$ cat src/rtl/serial_adder_ctrl_if.sv
// Request/result bundle for the bit-serial adder: operands and start from the requester,
// busy/done status and the registered result back from the adder.
interface serial_adder_ctrl_if #(
   parameter int WIDTH = 8
);
   logic             start;
   logic [WIDTH-1:0] a;
   logic [WIDTH-1:0] b;
   logic             cin;
   logic             busy;
   logic             done;
   logic [WIDTH-1:0] sum;
   logic             cout;

   modport master (
      output start, a, b, cin,
      input  busy, done, sum, cout
   );

   modport slave (
      input  start, a, b, cin,
      output busy, done, sum, cout
   );
endinterface

$ cat src/rtl/serial_adder_ctrl.sv
// Bit-serial WIDTH-bit adder: one full-adder cell fed LSB first from operand shift registers,
// carry kept in a flop between bits, result assembled MSB-inward and held until the next job.

// Purpose: single-bit full adder cell.
// Latency: combinational.
// Backpressure: none.
module FullAdder1bit_Behavioral (
   input  logic a,
   input  logic b,
   input  logic cin,
   output logic sum,
   output logic cout
);
   assign sum  = a ^ b ^ cin;
   assign cout = (a & b) | (cin & (a ^ b));
endmodule

// Purpose: start/busy/done controller around a bit-serial adder.
// Latency: done pulses WIDTH cycles after the accepting edge; one job per WIDTH+2 cycles.
// Backpressure: start is honoured only in IDLE; requests seen in RUN/DONE are dropped.
module serial_adder_ctrl #(
   parameter int WIDTH = 8
) (
   input  logic              clk,
   input  logic              rst_n,
   serial_adder_ctrl_if.slave io
);
   localparam int CW = (WIDTH > 1) ? $clog2(WIDTH) : 1;

   typedef enum logic [1:0] {
      IDLE = 2'd0,
      RUN  = 2'd1,
      DONE = 2'd2
   } state_t;

   state_t           state;
   state_t           state_nx;
   logic [CW-1:0]    cnt;
   logic [WIDTH-1:0] a_sr;
   logic [WIDTH-1:0] b_sr;
   logic [WIDTH-1:0] s_sr;
   logic [WIDTH-1:0] s_nx;
   logic             c_ff;
   logic             fa_sum;
   logic             fa_cout;
   logic             last;

   FullAdder1bit_Behavioral u_fa (
      .a    (a_sr[0]),
      .b    (b_sr[0]),
      .cin  (c_ff),
      .sum  (fa_sum),
      .cout (fa_cout)
   );

   assign last = (cnt == CW'(WIDTH - 1));

   // New sum bit enters at the MSB so after WIDTH shifts bit 0 sits at the LSB.
   always_comb begin
      s_nx            = s_sr >> 1;
      s_nx[WIDTH-1]   = fa_sum;
   end

   always_ff @(posedge clk) begin
      if (!rst_n) begin
         state <= IDLE;
      end else begin
         state <= state_nx;
      end
   end

   always_comb begin
      state_nx = state;
      case (state)
         IDLE:    if (io.start) state_nx = RUN;
         RUN:     if (last)     state_nx = DONE;
         DONE:    state_nx = IDLE;
         default: state_nx = IDLE;
      endcase
   end

   always_comb begin
      io.busy = (state == RUN);
      io.done = (state == DONE);
   end

   always_ff @(posedge clk) begin
      if (!rst_n) begin
         a_sr    <= '0;
         b_sr    <= '0;
         s_sr    <= '0;
         c_ff    <= 1'b0;
         cnt     <= '0;
         io.sum  <= '0;
         io.cout <= 1'b0;
      end else begin
         case (state)
            IDLE: begin
               if (io.start) begin
                  a_sr <= io.a;
                  b_sr <= io.b;
                  c_ff <= io.cin;
                  cnt  <= '0;
               end
            end
            RUN: begin
               a_sr <= a_sr >> 1;
               b_sr <= b_sr >> 1;
               s_sr <= s_nx;
               c_ff <= fa_cout;
               cnt  <= cnt + CW'(1);
               if (last) begin
                  io.sum  <= s_nx;
                  io.cout <= fa_cout;
               end
            end
            default: ;
         endcase
      end
   end
endmodule
$ cat src/flat_wrapper.sv
// flat-port wrapper written by rule: the top's interface ports become plain ports
module serial_adder_ctrl_flat 
#(
   parameter int WIDTH = 8
)
  (clk, rst_n, io_start, io_a, io_b, io_cin, io_busy, io_done, io_sum, io_cout);
  serial_adder_ctrl_if #(.WIDTH(WIDTH)) io_i ();
  input  logic clk;
  input  logic rst_n;
  input wire logic [$bits(io_i.start)-1:0] io_start;
  input wire logic [$bits(io_i.a)-1:0] io_a;
  input wire logic [$bits(io_i.b)-1:0] io_b;
  input wire logic [$bits(io_i.cin)-1:0] io_cin;
  output wire logic [$bits(io_i.busy)-1:0] io_busy;
  output wire logic [$bits(io_i.done)-1:0] io_done;
  output wire logic [$bits(io_i.sum)-1:0] io_sum;
  output wire logic [$bits(io_i.cout)-1:0] io_cout;
  assign io_i.start = io_start;
  assign io_i.a = io_a;
  assign io_i.b = io_b;
  assign io_i.cin = io_cin;
  assign io_busy = io_i.busy;
  assign io_done = io_i.done;
  assign io_sum = io_i.sum;
  assign io_cout = io_i.cout;
  serial_adder_ctrl #(.WIDTH(WIDTH)) u_core (.clk(clk), .rst_n(rst_n), .io(io_i));
endmodule
$ cat config.mk
export PLATFORM = sky130hd
export DESIGN_NAME = serial_adder_ctrl_flat
export DESIGN_NICKNAME = d
export VERILOG_FILES = /design/src/rtl/serial_adder_ctrl_if.sv /design/src/rtl/serial_adder_ctrl.sv /design/src/flat_wrapper.sv
export SDC_FILE = /design/constraint.sdc
export NUM_CORES = 1
export LEC_CHECK = 0
export ABC_AREA = 1
export CAP_MARGIN = 20
export CORE_MARGIN = 4
export CORE_UTILIZATION = 35
export CTS_BUF_LIST = sky130_fd_sc_hd__clkbuf_2 sky130_fd_sc_hd__clkbuf_4 sky130_fd_sc_hd__clkbuf_8
export DETAILED_ROUTE_END_ITERATION = 8
export SLEW_MARGIN = 20
export SYNTH_ARGS = -nofsm -noshare
export SYNTH_HDL_FRONTEND = slang
export SYNTH_SLANG_ARGS = --single-unit
$ cat constraint.sdc
create_clock -name clk -period 1.4 [get_ports clk]
set_input_delay 0.21 -clock clk [delete_from_list [all_inputs] [get_ports clk]]
set_output_delay 0.21 -clock clk [all_outputs]
set_load 0.01 [all_outputs]
; ---- Word-level counts from Yosys, hierarchy flattened
; Index checks and enable logic that the tools add are counted.
[classes]
n_reduce_logical = 5
bitwise = 5
n_addsub = 1
n_mux = 11
eq_ne = 5
[op_table]
columns = cell, n
row1 = $pmux W8 S2, 2
row2 = $mux W8, 2
row3 = $pmux W3 S2, 1
row4 = $reduce_and A2 Y1, 3
row5 = $mux W2, 2
row6 = $pmux W2 S2, 1
row7 = $add A3 B1 Y3 const B, 1
row8 = $eq A3 B3 Y1 const B, 1
row9 = $mux W3, 1
row10 = $and A1 B1 Y1, 2
row11 = $eq A2 B1 Y1 const B, 1
row12 = $eq A2 B2 Y1 const B, 1
row13 = $logic_not A2 Y1, 1
row14 = $ne A2 B1 Y1 const B, 1
row15 = $ne A2 B2 Y1 const B, 1
row16 = $pmux W1 S2, 1
row17 = $reduce_bool A2 Y1, 1
row18 = $xor A1 B1 Y1, 2
row19 = $mux W1, 1
row20 = $or A1 B1 Y1, 1
[totals]
inputBits = 20
word_cells = 35
ff_bits = 39
output_inout_bits = 11

; ---- Longest topological paths before layout
[depth]
ltp_word = 4
depth_mapped = 7
mapped_depth_nobuf = 6

; ---- Modules after synthesis
; From an unflattened synthesis, not the netlist that was laid out.
[unflattened]
hier_cells = 267
area_unflattened_um2 = 1734.2
[modules_own_cells]
columns = mod, area_each_um2, cells_each, n_inst
row1 = serial_adder_ctrl, 1714.1, 266, 1
row2 = FullAdder1bit_Behavioral, 20.0, 1, 1

; ---- Worst setup path before layout
; Ideal clock, no wire load.
[synth_path]
path_kind = flip-flop to flip-flop
startpoint = reg u_core.cnt[0]
endpoint = reg u_core.io.sum[6]
arrival_time_ns = 1.113
path_stages_with_launch = 8
required_time_ns = 1.287
setup_time_ns = 0.113
n_path_buf = 1
slack_ns = 0.174
cell_sequence = dfxtp_1 -> ha_1 -> ha_1 -> nand2_2 -> buf_2 -> nand2_1 -> nand2_1 -> nor2_1
[synth_via]
elab_chain_len = 2
[synth_rtl]
columns = element, line
row1 = from (decl), serial_adder_ctrl.sv:38  ; logic [CW-1:0] cnt;
row2 = from (signal assigned), serial_adder_ctrl.sv:111  ; cnt <= cnt + CW'(1);
row3 = $eq A3 B3 Y1, serial_adder_ctrl.sv:56  ; assign last = (cnt == CW'(WIDTH - 1));
row4 = $reduce_and A2 Y1 (no source line), -
row5 = to (signal assigned), serial_adder_ctrl.sv:113  ; io.sum <= s_nx;
row6 = to (decl), serial_adder_ctrl_if.sv:22  ; output busy, done, sum, cout
; No other way between the ends.
; A chain may end at the register's enable or synchronous reset.

; ---- Worst setup path after layout
[layout_path]
startpoint = reg u_core.io.sum[4]
endpoint = out io_sum[4]
[layout_rtl]
columns = element, line
row1 = to (decl), flat_wrapper.sv:16  ; output wire logic [$bits(io_i.sum)-1:0] io_sum;
; No word-level cell between the ends.

==> results.json <==
{
  "leakagePower_nw": 1.10,
  "avgSynthCellArea_um2": 6.60,
  "die-area_um2": 6130,
  "ys_ff_latch": 38,
  "grt_overflow": 0,
  "grt_pass1_vias": 1434,
  "hold_ws_ns": 0.468,
  "finalWirelength_mm": 3.74,
  "critical_path.top_delay_family": "buffers and inverters",
  "peakVddDrop_mv": 0.473,
  "cts_root_buf": "clkbuf_8",
  "n_antenna_cell": 0,
  "cts.sinks": 38,
  "min_path_type": "register to register",
  "dp_slack_ns": -0.0281,
  "clkLatencyLatePin_ns": 0.29,
  "yosys_warnings": 0,
  "fin_area_um2": 2250,
  "placed_cell_area_um2": 2170,
  "critPathMaxStageDelay_ns": 0.53,
  "ant_nets": 0,
  "seq_area_frac_synth_pct": 44.0,
  "wl_per_cell_um": 10.3,
  "final_common_cell": "nand2_1",
  "clk_pin_slew_ns": 0.07,
  "arrival_ns": 1.15,
  "drc": 0,
  "finalHoldViolations": 0,
  "h-tree-depth": 2,
  "firstDrtPassIters": 4,
  "setup_viol": 0,
  "mostFrequentLayoutCells": "nand2_1, nor2_1, dfxtp_1, clkdlybuf4s50_1, inv_1",
  "layout_setup_ws_ns": 0.0429,
  "io_pins": 31,
  "die_y_um": 78.3,
  "synth_cell_type_count": 18,
  "rsz0062_at_grt": "no",
  "period_share_pct": 96.9,
  "synthesis.nets": 285,
  "total_power_mw": 2.28,
  "grt_start_max_net_pins": 25,
  "grt_usage_pct": 13.1,
  "nets": 322,
  "finalCriticalPeriod_ns": 1.36,
  "setup_tns_ns": 0,
  "netlist_area_um2": 1730,
  "final_cells": 365,
  "postLayoutCoreUtil_pct": 47.3,
  "drt_iter0_drc": 111,
  "nFillCells": 524,
  "slew_headroom_pct": 85.9,
  "antenna_found_initial": 0,
  "slew_violations": 0,
  "grt_pass1_wl_mm": 6.54,
  "fmax_mhz": 737,
  "post_cts_buffers": 0,
  "powerDensity_nw_per_um2": 1020,
  "die_w_um": 78.3,
  "worstMarginPinSlew_ns": 0.212,
  "required_ns": 1.19,
  "reg2reg_slack_ns": 0.18,
  "status": "finished clean",
  "criticalPathCategory": "register to output port",
  "critical_path_buf_inv_count": 1,
  "post-dp-hpwl_mm": 2.62,
  "cts_inserted_buffers": 5,
  "cp_slowest_cell": "clkdlybuf4s50_1",
  "clock_path_buffers": 2,
  "cp-start-kind": "register",
  "cts_tree": "built",
  "maxCapViolCount": 0,
  "cp_max_fo": 2,
  "synthCells": 262,
  "num_rows": 25,
  "vias": 1580,
  "syn2layout_area_growth_pct": 29.9,
  "postCtsHoldBufs": 0,
  "viasPerCell": 4.33,
  "dp_cells": 359,
  "end_kind": "output port",
  "gp_congestion": 0.728,
  "numPortBuffers": 30,
  "drive_gt1_share_pct": 8.72,
  "coreArea_um2": 4750,
  "cp_cell_sequence": "clkdlybuf4s50_1",
  "initial_core_util_pct": 36.4,
  "fin_skew_ns": 0.00550
}
-- area by class of cell --
cell class                 instances  area, um^2  area share (%)
multi-input combinational        186         795            35.3
sequential                        38         762            33.9
timing repair buffer              43         432            19.2
inverter                          25        93.8            4.17
tap                               67        83.8            3.73
clock buffer                       6        82.6            3.67
-- registers in the layout, summed over array words and instances, names as in the netlist --
signal / flops
u_core.s_sr: 7
u_core.state: 2
u_core.io.cout: 1
u_core.c_ff: 1
u_core.cnt: 3
u_core.a_sr: 8
u_core.b_sr: 8
u_core.io.sum: 8
-- Yosys cell counts --
master / n / share of area [%]
a21oi_1: 5 / 1.4
buf_1: 1 / 0.22
buf_2: 5 / 1.4
buf_4: 3 / 1.3
buf_6: 2 / 1.3
clkbuf_1: 2 / 0.43
dfxtp_1: 38 / 44
fa_1: 1 / 1.2
ha_1: 2 / 1.4
inv_1: 24 / 5.2
inv_2: 1 / 0.22
nand2_1: 87 / 19
nand2_2: 1 / 0.36
nand3_1: 21 / 6.1
nor2_1: 58 / 13
nor2_2: 2 / 0.72
o21ai_0: 8 / 2.3
o21ai_4: 1 / 0.94
-- per-layer routing --
layer  part of all wire [%]  vias up  routed length [um]  global-route usage (%)
met3                    3.3        7                 122                    2.75
li1                       -      860                   -                       -
met2                     45       19                1700                    21.2
met5                      0        -                   0                       0
met1                     49      694                1850                    17.1
met4                    1.9        0                  71                    5.24
-- cells by family (layout without fill, tap and decap cells) --
kind of cell,Yosys count,in the layout,share of synthesized area [%]
and+or+nand+nor,169,169,38.6
DFF,38,38,44.0
buffers and inverters,38,74,10.1
AOI/OAI and AO/OA,14,14,4.70
adders and majority gates,3,3,2.60
-- worst min-delay path, cell delays in order (launching register included) --
cell,delay [ns]
dfxtp_1,0.32
nand2_1,0.07
nand2_1,0.04
-- path summary, 6_finish.rpt --
check                        start               end  cells past startpoint
hold reg to reg     u_core.s_sr[2]  u_core.io.sum[1]                      2
hold / removal      u_core.s_sr[2]  u_core.io.sum[1]                      2
setup / recovery  u_core.io.sum[4]         io_sum[4]                      1
setup reg to reg     u_core.cnt[0]  u_core.io.sum[2]                      7
-- timing repair --
action | CTS | global route
cloned | 0 | 0
endpoints found under the setup margin | 2 | 2
resized for setup | 4 | 2
-- report_power, final --
part	internal (mW)	switching, mW
clock network	0.380	0.356
registers	1.15	0.0417
logic	0.170	0.189
No activity file was read; power rests on OpenSTA's default activity.
